[config.mk]
export PLATFORM = sky130hd
export DESIGN_NAME = cos_engine_arbiter
export DESIGN_NICKNAME = d
export VERILOG_FILES = /design/src/rtl/cos_engine_arbiter.sv
export SDC_FILE = /design/constraint.sdc
export NUM_CORES = 1
export LEC_CHECK = 0
export ABC_AREA = 1
export ABC_CLOCK_PERIOD_IN_PS = 1700
export CORE_ASPECT_RATIO = 0.8
export CORE_UTILIZATION = 45
export CTS_CLUSTER_SIZE = 10
export DETAILED_ROUTE_END_ITERATION = 7
export PLACE_DENSITY = 0.8
export SLEW_MARGIN = 20
export SYNTH_ARGS = -nofsm -noshare
export SYNTH_HDL_FRONTEND = slang
export SYNTH_SLANG_ARGS = --single-unit
[constraint.sdc]
create_clock -name clk -period 1.7 [get_ports clk]
set_clock_uncertainty 0.1 [all_clocks]
set_input_delay 0.425 -clock clk [delete_from_list [all_inputs] [get_ports clk]]
set_output_delay 0.425 -clock clk [all_outputs]
set_load 0.02 [all_outputs]
[src/rtl/cos_engine_arbiter.sv]
// Two-channel round-robin front end for a single shared cosine engine.
// Optional watchdog abort is built when COS_ARB_TIMEOUT_EN is defined.

// state     | meaning
// ----------+-----------------------------------------------------------
// IDLE      | no job in engine; grants a pending channel if any
// START     | eng_start pulse, operands on eng_x/eng_y
// WAIT_LOW  | waiting for the engine to drop eng_ready (job taken)
// WAIT_HIGH | waiting for eng_ready to return; captures eng_w
// DONE      | done pulse for the granted channel, pointer update
module cos_engine_arbiter #(
  parameter int WIDTH       = 16,
  parameter int TIMEOUT_CYC = 1023
) (
  input  logic             clk,
  input  logic             rst,
  input  logic             req0,
  input  logic             req1,
  input  logic [WIDTH-1:0] x0,
  input  logic [WIDTH-1:0] y0,
  input  logic [WIDTH-1:0] x1,
  input  logic [WIDTH-1:0] y1,
  output logic             ack0,
  output logic             ack1,
  output logic             done0,
  output logic             done1,
  output logic [WIDTH-1:0] res_w,
  output logic             err,
  output logic             busy,
  output logic             eng_start,
  output logic [WIDTH-1:0] eng_x,
  output logic [WIDTH-1:0] eng_y,
  input  logic             eng_ready,
  input  logic [WIDTH-1:0] eng_w
);

  typedef enum logic [2:0] {
    IDLE      = 3'd0,
    START     = 3'd1,
    WAIT_LOW  = 3'd2,
    WAIT_HIGH = 3'd3,
    DONE      = 3'd4
  } state_t;

  state_t           state;
  state_t           state_nxt;
  logic             grant;
  logic             grant_nxt;
  logic             load;
  logic             ptr;
  logic [1:0]       pend;
  logic [1:0]       clr;
  logic [1:0]       acc;
  logic [WIDTH-1:0] xr0;
  logic [WIDTH-1:0] yr0;
  logic [WIDTH-1:0] xr1;
  logic [WIDTH-1:0] yr1;
  logic             tc;

  // A channel finishing this cycle frees its slot for a same-cycle request.
  assign clr    = (state == DONE) ? (grant ? 2'b10 : 2'b01) : 2'b00;
  assign acc[0] = req0 & (~pend[0] | clr[0]);
  assign acc[1] = req1 & (~pend[1] | clr[1]);

  assign busy      = (state != IDLE);
  assign eng_start = (state == START);
  assign done0     = (state == DONE) & ~grant;
  assign done1     = (state == DONE) & grant;

  always_comb begin
    state_nxt = state;
    grant_nxt = grant;
    load      = 1'b0;
    case (state)
      IDLE: begin
        if (|pend) begin
          state_nxt = START;
          load      = 1'b1;
          grant_nxt = (pend == 2'b11) ? ptr : pend[1];
        end
      end
      START:     state_nxt = WAIT_LOW;
      WAIT_LOW: begin
        if (tc)              state_nxt = DONE;
        else if (!eng_ready) state_nxt = WAIT_HIGH;
      end
      WAIT_HIGH: begin
        if (eng_ready || tc) state_nxt = DONE;
      end
      DONE:      state_nxt = IDLE;
      default:   state_nxt = IDLE;
    endcase
  end

  always_ff @(posedge clk or negedge rst) begin
    if (!rst) begin
      state <= IDLE;
      grant <= 1'b0;
      ptr   <= 1'b0;
      pend  <= 2'b00;
      ack0  <= 1'b0;
      ack1  <= 1'b0;
      xr0   <= '0;
      yr0   <= '0;
      xr1   <= '0;
      yr1   <= '0;
      eng_x <= '0;
      eng_y <= '0;
      res_w <= '0;
    end else begin
      state <= state_nxt;
      grant <= grant_nxt;
      pend  <= acc | (pend & ~clr);
      ack0  <= acc[0];
      ack1  <= acc[1];
      if (acc[0]) begin
        xr0 <= x0;
        yr0 <= y0;
      end
      if (acc[1]) begin
        xr1 <= x1;
        yr1 <= y1;
      end
      if (load) begin
        eng_x <= grant_nxt ? xr1 : xr0;
        eng_y <= grant_nxt ? yr1 : yr0;
      end
      if (state == WAIT_HIGH && eng_ready) res_w <= eng_w;
      if (state == DONE) ptr <= ~grant;
    end
  end

`ifdef COS_ARB_TIMEOUT_EN
  localparam int CNT_W = $clog2(TIMEOUT_CYC + 1);

  logic [CNT_W-1:0] tmr;
  logic             tmo_flag;
  logic             waiting;

  // Down-counter loaded in START; terminal count after TIMEOUT_CYC wait cycles.
  assign tc      = (tmr == CNT_W'(1));
  assign waiting = (state == WAIT_LOW) | (state == WAIT_HIGH);
  assign err     = (state == DONE) & tmo_flag;

  always_ff @(posedge clk or negedge rst) begin
    if (!rst) begin
      tmr      <= '0;
      tmo_flag <= 1'b0;
    end else if (state == START) begin
      tmr      <= CNT_W'(TIMEOUT_CYC);
      tmo_flag <= 1'b0;
    end else if (waiting) begin
      if (tmr != '0) tmr <= tmr - CNT_W'(1);
      if (tc && !(state == WAIT_HIGH && eng_ready)) tmo_flag <= 1'b1;
    end
  end
`else
  logic unused_cfg;

  assign tc         = 1'b0;
  assign err        = 1'b0;
  assign unused_cfg = (TIMEOUT_CYC != 0);
`endif

endmodule

Word level (Yosys, flattened, before mapping) --
Index checks and enable logic that the tools add are counted. Widths: inputs -> output; s select.
Operators by class: reductions and logical operators 5, mux-type cells 13, equal/unequal tests 8, bitwise gates (word level) 12
Operator list (count):
- $mux 16 | 2
- $pmux 3 s4 | 1
- $mux 3 | 3
- $eq 3x2->1 const B | 2
- $ne 2x2->1 const B | 3
- $mux 1 | 5
- $and 1x1->1 | 4
- $mux 2 | 2
- $eq 3x1->1 const B | 1
- $eq 3x3->1 const B | 1
- $logic_not 3->1 | 1
- $not 1->1 | 3
- $reduce_and 3->1 | 1
- $reduce_bool 3->1 | 1
- $and 2x2->2 | 1
- $eq 2x2->1 const B | 1
- $not 2->2 | 1
- $or 1x1->1 | 2
- $or 2x2->2 | 1
- $reduce_or 2->1 | 1
- $logic_and 1x1->1 | 1
Storage, ports and cells: register bits after elaboration 121, output and inout port bits 55, word-level logic and storage cells 51, bits of input ports 85

Logic depth before layout (Yosys ltp) --
Gate-level depths: netlist (run 1).
depth in word-level cells 5, mapped depth 9, depth with buffers taken out 8

Worst setup path after synthesis (run 1) --
OpenSTA, ideal clock, no wires.
kind reg-to-output, start point reg state[1], end point out done1, path buffers 0, slack 0.251 ns, required time 1.175 ns, arrival 0.924 ns, cell stages (with the launch flop) 4, path through dfrtp_1 inv_2 nand3_2 nor2_1
On the way: longest elaborated chain between the ends 2
RTL lines:
- from (decl) | line 45 | state_t state;
- from (signal assigned) | line 111 | state <= state_nxt;
- $eq 3x3->1 | line 68 | assign done1 = (state == DONE) & grant;
- $and 1x1->1 | line 68
- to (decl) | line 26 | output logic done1,
No other way between the ends.

Worst setup path after layout (run 1) --
start point reg state[2], end point out busy
On the way: longest elaborated chain between the ends 1
RTL lines:
- $reduce_bool 3->1 | line 65 | assign busy = (state != IDLE);
- to (decl) | line 29 | output logic busy,
No other way between the ends.

==> results.md, run 1 <==
### Layout
• 955 — number of inserted filler cells in the final layout
• 0.665 — post-layout utilization of the core
• 903 — number of nets in the layout
• 43.8% — synthesis-to-layout area growth
• 2010 um^2 — area of combinational cells with multiple inputs
• 7690 um^2 — cell area after layout
• 0.116 — proportion of layout cells with a drive suffix above 1
• 3030 um^2 — area taken by flip-flops and latches
• 0 — count of inserted antenna diode cells

### Critical path
• primary output — type of destination of the critical path
• reg2out — worst setup path category
• 3 — maximum fanout along the worst path
• 1260 ps — Arrival @ worst endpoint
• 1170 ps — required time of the critical path
• flop — crit path launch type

### Clock tree
• done — clock tree from TritonCTS
• 17 — number of CTS-inserted buffers
• 410 ps — insertion delay to the later sink of the worst-skew pair
• 2 — Bufs on Longest Clock Path
• clkbuf_16 — cell at the root of the clock tree
• 50 ps — clock-pin slew on the worst setup and hold paths
• 0 — Post-CTS Repair Setup Buffers
• 4 — CTS H-tree depth
• 121 — clock sink count

### Timing
• 512 ps — slew at the pin with the worst max-slew slack
• 0 — Hold Vio Cnt, Final
• 1780 ps — minimum clock period after layout
• -81.1 ps — Setup WS post-layout
• 273 ps — WHS
• true — setup repair after global routing missed its margin
• 561 MHz — Fmax achieved
• 0.659 — Slew headroom
• 1.05 — portion of the clock cycle consumed by the worst path in the final layout
• 5 — Setup violations, final
• 0 — fin. max-slew vios
• -164 ps — final setup TNS

### Status
• finished with violations — result of the run
• setup timing — violations in the final reports

### Placed design
• -109 ps — pre-CTS WS
• 0.806 — RD Place Congestion
• 138 — # port buffers
• 7000 um^2 — area after detailed placement
• 9260 um — placed wire-length estimate after detailed placement

### Hold path
• in2reg — hold crit path type

### Floorplanning
• 12,300 um^2 — floorplan die area
• 140 — number of I/O pins
• 124 um — Die Wd
• 0.463 — initial cell density of the core
• 99.5 um — DIE HEIGHT
• 11,600 um^2 — core area
• 35 — # rows

### Synthesis
• 0 — arithmetic-cell share of the synthesized area counting full adders, half adders and majority gates
• 8.08 um^2 — Syn Area/Cell
• 5350 um^2 — synthesized area
• 0 — synthesis warning total
• 0 — multiplexer fraction of the synthesized cell area
• 0.359 — Synth Area in Simple Gates
• simple AND/OR/NAND/NOR gates — dominant combinational cell family by area after synthesis
• 0.566 — share of the synthesized area in the top cell type
• 747 — Syn Nets
• 23 — number of distinct library cells after synthesis
• 0.00538 — complex-gate fraction of the synthesized area
• 662 — gate count after technology mapping
• dfrtp_1 — cell accounting for the most synthesized area
• 0.566 — sequential area share after synthesis
• 121 — total of flip-flops plus latches after synthesis
• 0 — xor-xnor portion of the synthesized cell area
• dfrtp_1 57%, nand2_1 21%, nand3_1 6.3% — leading cell types by total area after synthesis

### Detailed routing
• 4.87 — drt via density
• 4 — detailed-router iteration count before antenna repair
• 359 — number of DRC violations after detailed-routing iteration 0
• 0 — number of remaining DRC errors
• 0 — number of nets with antenna violations after detailed routing
• 14.8 um — average detailed-routed wire length per instance
• 4,765 — via count
• 14,500 um — Total Wirelength

### GRT
• 0.250 — global-route total usage across every layer
• 23,000 um — global-route wire length before repair
• 91 — maximum number of pins on one net before global-route repair
• 0 — Remaining Overflow, GRT
• 0 — initial antenna violation count
• 4,757 — number of global-route vias before repair

### Power
• 1840 nW/um^2 — total power per unit cell area
• 0.987 mV — Max rail drop VDD
• 4.20 nW — static power due to leakage

### Job
• 0 — maxcap violations

## what timing repair did
item                                   in CTS  in global routing
pin swaps                                   0                  3
endpoints found under the hold margin      37                  0
resized for setup                          78                 20
setup endpoints to repair                  65                 53
hold buffers                                1                  0
cloned                                      1                  2
## state kept, by name, indices dropped and copies added (netlist names), named ones only
register and cells:
res_w 16, ptr 1, xr0 16, xr1 16, yr1 16, ack0 1, yr0 16, pend 2
eng_y 16, ack1 1, state 3, eng_x 16
## through the flow
stage | cells | total power, mW
after global placement | 943 | 10.1
after global routing | 979 | 15.1
after detailed placement | 943 | 10.3
after CTS | 977 | 13.9
after floorplan | 662 | 7.96
final | 979 | 14.1
## layout by cell type (no fill, tap or decap), types with 2 or more instances in the layout
| cell type | instances |
|---|---|
| clkbuf_1 | 3 |
| nor2_1 | 64 |
| clkbuf_16 | 19 |
| nor2_2 | 4 |
| nand2_4 | 5 |
| dfrtp_1 | 121 |
| dlygate4sd2_1 | 48 |
| bufinv_16 | 2 |
| buf_6 | 6 |
| clkdlybuf4s50_1 | 82 |
| clkbuf_8 | 4 |
| buf_12 | 6 |
| clkdlybuf4s15_1 | 2 |
| nand2_1 | 301 |
| nand3_4 | 2 |
| inv_2 | 6 |
| inv_1 | 31 |
| buf_4 | 24 |
| nand3_1 | 66 |
| clkinv_2 | 5 |
| nand3b_1 | 12 |
| nand2_2 | 6 |
## final timing paths
path	end	startpoint	slack (ps)	cells after the start
max	busy	state[2]	-80	4
min	pend[0]	req0	270	3
max reg2reg	eng_y[1]	state[2]	0	10
min reg2reg	yr1[9]	yr1[9]	360	2
max in group asynchronous	eng_x[15]	rst	570	3
min in group asynchronous	yr1[10]	rst	500	3
## cells in the mapped netlist
master      n
clkinv_1    1
o21ai_4     1
nand2_4     3
dfrtp_1   121
nor2_1     67
nand2_2     4
buf_2      13
inv_1      33
inv_2       3
o21ai_0     1
buf_1       1
nand4_1     1
nand2_1   306
conb_1      1
buf_4      10
a21o_1      1
nand3b_1   12
nor2_4      1
nand3_1    67
clkbuf_1    8
nand3_2     1
nor2_2      1
buf_6       5
## cell type report
type	count	share of cell area
repair buffers	174	0.226
well taps	148	0.0241
inverters	37	0.0181
clock inverters	8	0.0120
flip-flops and latches	121	0.394
multi-input cells	467	0.262
clock buffers	24	0.0640
## kinds of logic after synthesis
| group | Yosys count |
|---|---|
| other | 1 |
| and+or+nand+nor | 463 |
| DFF | 121 |
| AOI/OAI and AO/OA | 3 |
| buffers and inverters | 74 |
## power breakdown
| part | leakage [nW] | internal (mW) | switching [mW] |
|---|---|---|---|
| clock | 0.290 | 2.30 | 1.23 |
| sequential | 1.56 | 4.02 | 0.607 |
| combinational | 2.35 | 2.48 | 3.49 |
| total | 4.20 | 8.79 | 5.32 |
## worst max-delay path, stage by stage (launching register included)
cell and delay [ps]:
dfrtp_1 430, buf_6 140, nor2_4 90, nand2_2 70, buf_6 130
## metal layers
metal,global-route usage,share of wire
met3,0.0556,0.067
met1,0.330,0.44
met2,0.408,0.48
met4,0.0816,0.014
met5,0,0
(Power assumes the default switching activity.)
==> run 2, diff against run 1 <==
Settings changed: CTS_BUF_LIST set to sky130_fd_sc_hd__clkbuf_4 sky130_fd_sc_hd__clkbuf_8 sky130_fd_sc_hd__clkbuf_16.
==> run 2 against run 1 <==
Non-clock buffer count unchanged. Critical path depth unchanged. Register-to-register slack about the same. Count of clock-buffer cells in the layout unchanged. The flow still finishes with violations (setup timing). Die area unchanged. Largest cell class unchanged. Hold slack worse by 1.8 ps. Design area up 0.15%. First-iteration DRC count up 0.84%. Maximum frequency up 0.13%.
==> results.md, run 2 (same netlist as run 1, synthesis figures left out) <==
### Clock tree
• 121 — clock sink count, unchanged
• 17 — number of CTS-inserted buffers, unchanged
• done — clock tree from TritonCTS, unchanged
• 410 ps — insertion delay to the later sink of the worst-skew pair, about the same
• 4 — CTS H-tree depth, unchanged
• 0 — Post-CTS Repair Setup Buffers, unchanged
• 50 ps — clock-pin slew on the worst setup and hold paths, about the same
• 2 — Bufs on Longest Clock Path, unchanged
• clkbuf_16 — cell at the root of the clock tree, unchanged

### Detailed routing
• 14.9 um — average detailed-routed wire length per instance, was 14.8 um
• 4 — detailed-router iteration count before antenna repair, unchanged
• 0 — number of remaining DRC errors, unchanged
• 4,748 — via count, was 4,765
• 0 — number of nets with antenna violations after detailed routing, unchanged
• 4.85 — drt via density, was 4.87
• 14,600 um — Total Wirelength, was 14,500 um
• 362 — number of DRC violations after detailed-routing iteration 0, was 359

### GRT
• 23,000 um — global-route wire length before repair, about the same
• 0.407 — met2 capacity usage during global routing, was 0.408
• 91 — maximum number of pins on one net before global-route repair, unchanged
• 0.332 — met1 usage in global routing, was 0.330
• 0.0556 — Global Route met3 Usage, unchanged
• 0 — initial antenna violation count, unchanged
• met2 — Most Used Layer, Global Route, unchanged
• 0 — Remaining Overflow, GRT, unchanged
• 0.251 — global-route total usage across every layer, was 0.250
• 4,769 — number of global-route vias before repair, was 4,757

### Hold path
• in2reg — hold crit path type, unchanged
• req0 — origin of the worst min-delay path, unchanged

### Critical path
• 1170 ps — required time of the critical path, about the same
• flop — crit path launch type, unchanged
• reg2out — worst setup path category, unchanged
• 3 — maximum fanout along the worst path, unchanged
• 0 ps — slack of the worst reg-to-reg path, about the same
• state[2] — Crit. Startpoint, unchanged
• primary output — type of destination of the critical path, unchanged
• 1250 ps — Arrival @ worst endpoint, was 1260 ps
• state[2] — Crit Reg-Reg Startpoint, unchanged

### Layout
• 0 — count of inserted antenna diode cells, unchanged
• 301 x nand2_1, 121 x dfrtp_1, 82 x clkdlybuf4s50_1 — most frequent cells in the layout, unchanged
• 903 — number of nets in the layout, unchanged
• 953 — number of inserted filler cells in the final layout, was 955
• 44.0% — synthesis-to-layout area growth, was 43.8%
• 979 — count of non-filler cells in the finished layout, unchanged
• nand2_1 — most common cell after layout, fill and taps aside, unchanged
• 0.119 — proportion of layout cells with a drive suffix above 1, was 0.116

### Timing
• 1.05 — portion of the clock cycle consumed by the worst path in the final layout, about the same
• 513 ps — slew at the pin with the worst max-slew slack, was 512 ps
• true — setup repair after global routing missed its margin, unchanged
• -154 ps — final setup TNS, was -164 ps
• 1780 ps — minimum clock period after layout, about the same
• 0 — fin. max-slew vios, unchanged
• -78.9 ps — Setup WS post-layout, was -81.1 ps
• 562 MHz — Fmax achieved, was 561 MHz
• 0.658 — Slew headroom, was 0.659
• 4 — Setup violations, final, was 5
• 0 — Hold Vio Cnt, Final, unchanged

### Floorplanning
• 124 um — Die Wd, unchanged
• 140 — number of I/O pins, unchanged
• 35 — # rows, unchanged
• 12,300 um^2 — floorplan die area, unchanged
• 0.463 — initial cell density of the core, unchanged
• 99.5 um — DIE HEIGHT, unchanged
• 11,600 um^2 — core area, unchanged

### Status
• finished with violations — result of the run, unchanged
• setup timing — violations in the final reports, unchanged

### Placed design
• -109 ps — pre-CTS WS, unchanged
• 9260 um — placed wire-length estimate after detailed placement, unchanged
• 943 — Post-Place Cells, unchanged
• 0.806 — RD Place Congestion, unchanged
• 138 — # port buffers, unchanged

### Power
• 0.984 mV — Max rail drop VDD, was 0.987 mV
• 4.21 nW — static power due to leakage, was 4.20 nW
• 1840 nW/um^2 — total power per unit cell area, about the same

### Job
• 0 — maxcap violations, unchanged

[run 2: cell counts in the layout (fill, tap and decap cells not counted)]
No cell type changed its count.
[run 2: report_power, final]
part	internal (mW)	switching [mW]
Clock	2.35	1.23
Sequential	4.02	0.610
Combinational	2.48	3.50
Total	8.84	5.34
[run 2: cell type report]
class,instances,area [um^2],share of cell area
clock buffers,24,503,0.0653
clock inverters,8,92.6,0.0120
inverters,37,139,0.0180
multi-input cells,467,2010,0.262
flip-flops and latches,121,3030,0.393
well taps,148,185,0.0241
repair buffers,174,1740,0.226
[run 2: worst paths after layout]
check,end,cells past startpoint
hold / removal,pend[0],3
setup reg to reg,eng_y[1],10
hold reg to reg,yr1[14],2
max in group asynchronous,xr0[15],3
setup / recovery,busy,4
min in group asynchronous,yr1[10],3
[run 2: metal layers]
layer  wire (um)  share of wire  vias to the layer above
li1            -              -                     2348
met4         112         0.0077                        0
met2        7090           0.49                      179
met3        1030          0.070                       12
met1        6380           0.44                     2209
met5           0              0                        -
[run 2: per-stage QoR]
stage,total power [mW],util,area [um^2],hold WS (ps)
floorplan,7.96,-,5350,29.4
global placement,10.1,0.605,7000,348
detailed placement,10.3,0.605,7000,352
CTS,13.9,0.656,7580,244
global route,15.1,0.666,7700,289
finish,14.2,0.666,7700,271
[run 2: what timing repair did]
item                       in CTS  in global routing
pin swaps                       0                  3
setup endpoints to repair      65                 53
resized for setup              78                 20
hold endpoints to repair       38                  0
cloned                          1                  2
hold buffers                    1                  0
[run 2: worst max-delay path, cell delays in order, from the launching register on]
cell and delay [ps]:
dfrtp_1 430, buf_6 140, nor2_4 90, nand2_2 70
buf_6 130
==> run 3, diff against run 2 <==
Settings changed: ABC_CLOCK_PERIOD_IN_PS 1700 to 1770, CAP_MARGIN set to 15.
Clock period 1.7 ns to 1.77 ns, I/O delays scaled along.
==> run 3 against run 2 <==
The run still ends with setup timing left. Critical path depth rose by 2. Count of clock-buffer cells in the layout down 1. First-iteration DRC count down 5.8%. Die area is the same. Worst setup slack improved by 3.8 ps. Design area about the same. Hold slack better by 21 ps. Register-to-register slack improved by 90 ps. Clock power grew 8.4%. Global-route usage down 0.42 points. Combinational power is 9.0% lower. Highest routed layer unchanged.
==> results.md, run 3 (same netlist as run 1, synthesis figures left out) <==
### Critical path
• flop — crit path launch type, unchanged
• dfrtp_1 — CP max stage cell, unchanged
• 3 — maximum fanout along the worst path, unchanged
• inv_2 — critical path's most frequent cell, was buf_6
• flip-flops — Top Family by Delay on Critical Path, unchanged
• 1300 ps — Arrival @ worst endpoint, was 1250 ps
• 4 — Crit path buffers/inverters, was 2
• 1230 ps — required time of the critical path, was 1170 ps
• primary output — type of destination of the critical path, unchanged
• reg2out — worst setup path category, unchanged
• buf_4 > nand3_4 > inv_2 > nand2_2 > inv_2 > buf_6 — cell-by-cell listing of the critical path, was buf_6 > nor2_4 > nand2_2 > buf_6
• 400 ps — crit-path max cell delay, was 430 ps

### GRT
• 46 — maximum number of pins on one net before global-route repair, was 91
• 0 — Remaining Overflow, GRT, unchanged
• 22,800 um — global-route wire length before repair, was 23,000 um
• 0 — initial antenna violation count, unchanged
• 4,707 — number of global-route vias before repair, was 4,769
• 0.247 — global-route total usage across every layer, was 0.251

### Clock tree
• 50 ps — clock-pin slew on the worst setup and hold paths, about the same
• 121 — clock sink count, unchanged
• 17 — number of CTS-inserted buffers, unchanged
• 4 — CTS H-tree depth, unchanged
• clkbuf_16 — cell at the root of the clock tree, unchanged
• 410 ps — insertion delay to the later sink of the worst-skew pair, about the same
• done — clock tree from TritonCTS, unchanged
• 2 — Bufs on Longest Clock Path, unchanged

### Layout
• 0.108 — proportion of layout cells with a drive suffix above 1, was 0.119
• nand2_1 — most common cell after layout, fill and taps aside, unchanged
• 0 — count of inserted antenna diode cells, unchanged
• 899 — number of nets in the layout, was 903
• 43.9% — synthesis-to-layout area growth, was 44.0%
• 0.665 — post-layout utilization of the core, was 0.666
• 974 — count of non-filler cells in the finished layout, was 979
• 303 x nand2_1, 121 x dfrtp_1, 82 x clkdlybuf4s50_1 — most frequent cells in the layout, was 301 x nand2_1, 121 x dfrtp_1, 82 x clkdlybuf4s50_1

### Floorplanning
• 11,600 um^2 — core area, unchanged
• 0.463 — initial cell density of the core, unchanged
• 12,300 um^2 — floorplan die area, unchanged
• 140 — number of I/O pins, unchanged
• 99.5 um — DIE HEIGHT, unchanged
• 35 — # rows, unchanged
• 124 um — Die Wd, unchanged

### Power
• 13.8 mW — Design Power, was 14.2 mW
• 0.281 — part of the power in the clock network, was 0.252
• 0.395 — combinational cell fraction of total power, was 0.421
• 1790 nW/um^2 — total power per unit cell area, was 1840 nW/um^2
• 8.72 mW — internal power, was 8.84 mW
• 0.324 — Seq pwr share, was 0.326
• 0.367 — switching power as a share of total power, was 0.377
• 5.05 mW — net switching component of the power, was 5.34 mW
• 4.20 nW — static power due to leakage, was 4.21 nW
• 0.918 mV — Max rail drop VDD, was 0.984 mV

### Placed design
• 138 — # port buffers, unchanged
• 9270 um — placed wire-length estimate after detailed placement, was 9260 um
• 0.814 — RD Place Congestion, was 0.806
• 938 — Post-Place Cells, was 943

### Timing
• 4 — Setup violations, final, unchanged
• 293 ps — WHS, was 271 ps
• 542 MHz — Fmax achieved
• 0 — fin. max-slew vios, unchanged
• -75.1 ps — Setup WS post-layout, was -78.9 ps
• 0 — Hold Vio Cnt, Final, unchanged
• true — setup repair after global routing missed its margin, unchanged
• 1850 ps — minimum clock period after layout
• -186 ps — final setup TNS, was -154 ps
• 1.04 — portion of the clock cycle consumed by the worst path in the final layout

### Detailed routing
• 0 — number of nets with antenna violations after detailed routing, unchanged
• 341 — number of DRC violations after detailed-routing iteration 0, was 362
• 4.95 — drt via density, was 4.85
• 14,500 um — Total Wirelength, was 14,600 um
• 14.9 um — average detailed-routed wire length per instance, about the same
• 4,826 — via count, was 4,748
• 0 — number of remaining DRC errors, unchanged
• 5 — detailed-router iteration count before antenna repair, was 4

### Status
• setup timing — violations in the final reports, unchanged
• finished with violations — result of the run, unchanged

### Hold path
• in2reg — hold crit path type, unchanged

### Job
• 0 — maxcap violations, unchanged

[run 3: layer usage]
metal	share of wire	wire length, um	track usage
met1	0.45	6480	0.324
met4	0.013	194	0.0890
met3	0.065	935	0.0522
met5	0	0	0
met2	0.47	6870	0.402
[run 3: cell type report]
cell class,count,area (um^2)
inverter,37,141
multi-input combinational,467,2000
fill,970,3870
clock buffer,23,495
sequential,121,3030
timing repair buffer,170,1680
tap,148,185
clock inverter,8,165
[run 3: worst paths after layout]
kind                       startpoint       end  slack [ps]  cells past startpoint
hold / removal                   req0   pend[0]         290                      3
hold reg to reg                xr1[0]    xr1[0]         360                      2
min in group asynchronous         rst  eng_y[7]         300                      2
max in group asynchronous         rst  res_w[4]         700                      3
setup reg to reg             state[0]  eng_x[7]          90                     11
setup / recovery             state[2]     done0         -80                      6
[run 3: worst reg2reg max path, stage by stage (launching register included)]
cell	delay (ps)
dfrtp_1	400
buf_4	160
nor2_4	90
nand2_2	70
buf_4	130
clkinv_1	80
nand2_2	90
nand2_4	110
buf_12	150
nand2_1	60
nand2_1	70
nand2_1	60
[run 3: repair_timing]
| item | 4_1_cts | 5_1_grt |
|---|---|---|
| pin swaps | 3 | 1 |
| gates resized for setup | 76 | 13 |
| endpoints found under the hold margin | 91 | 0 |
| endpoints found under the setup margin | 54 | 68 |
| setup buffers | 3 | 0 |
| cloned | 0 | 1 |
| hold buffers | 1 | 0 |
[run 3: metrics by stage]
stage               worst slack, ps  area [um^2]
finish                        -75.1         7690
global route                   -139         7690
CTS                            -117         7620
detailed placement            -73.1         6970
global placement              -60.4         6970
floorplan                       303         5350
[run 3: power by group through the flow]
stage	Sequential (mW)	Clock (mW)	Combinational [mW]
after floorplan	4.94	0	2.71
after global placement	4.42	0	5.27
after detailed placement	4.47	0	5.42
after CTS	4.44	3.88	5.24
after global routing	4.56	4.02	6.07
final	4.46	3.87	5.44
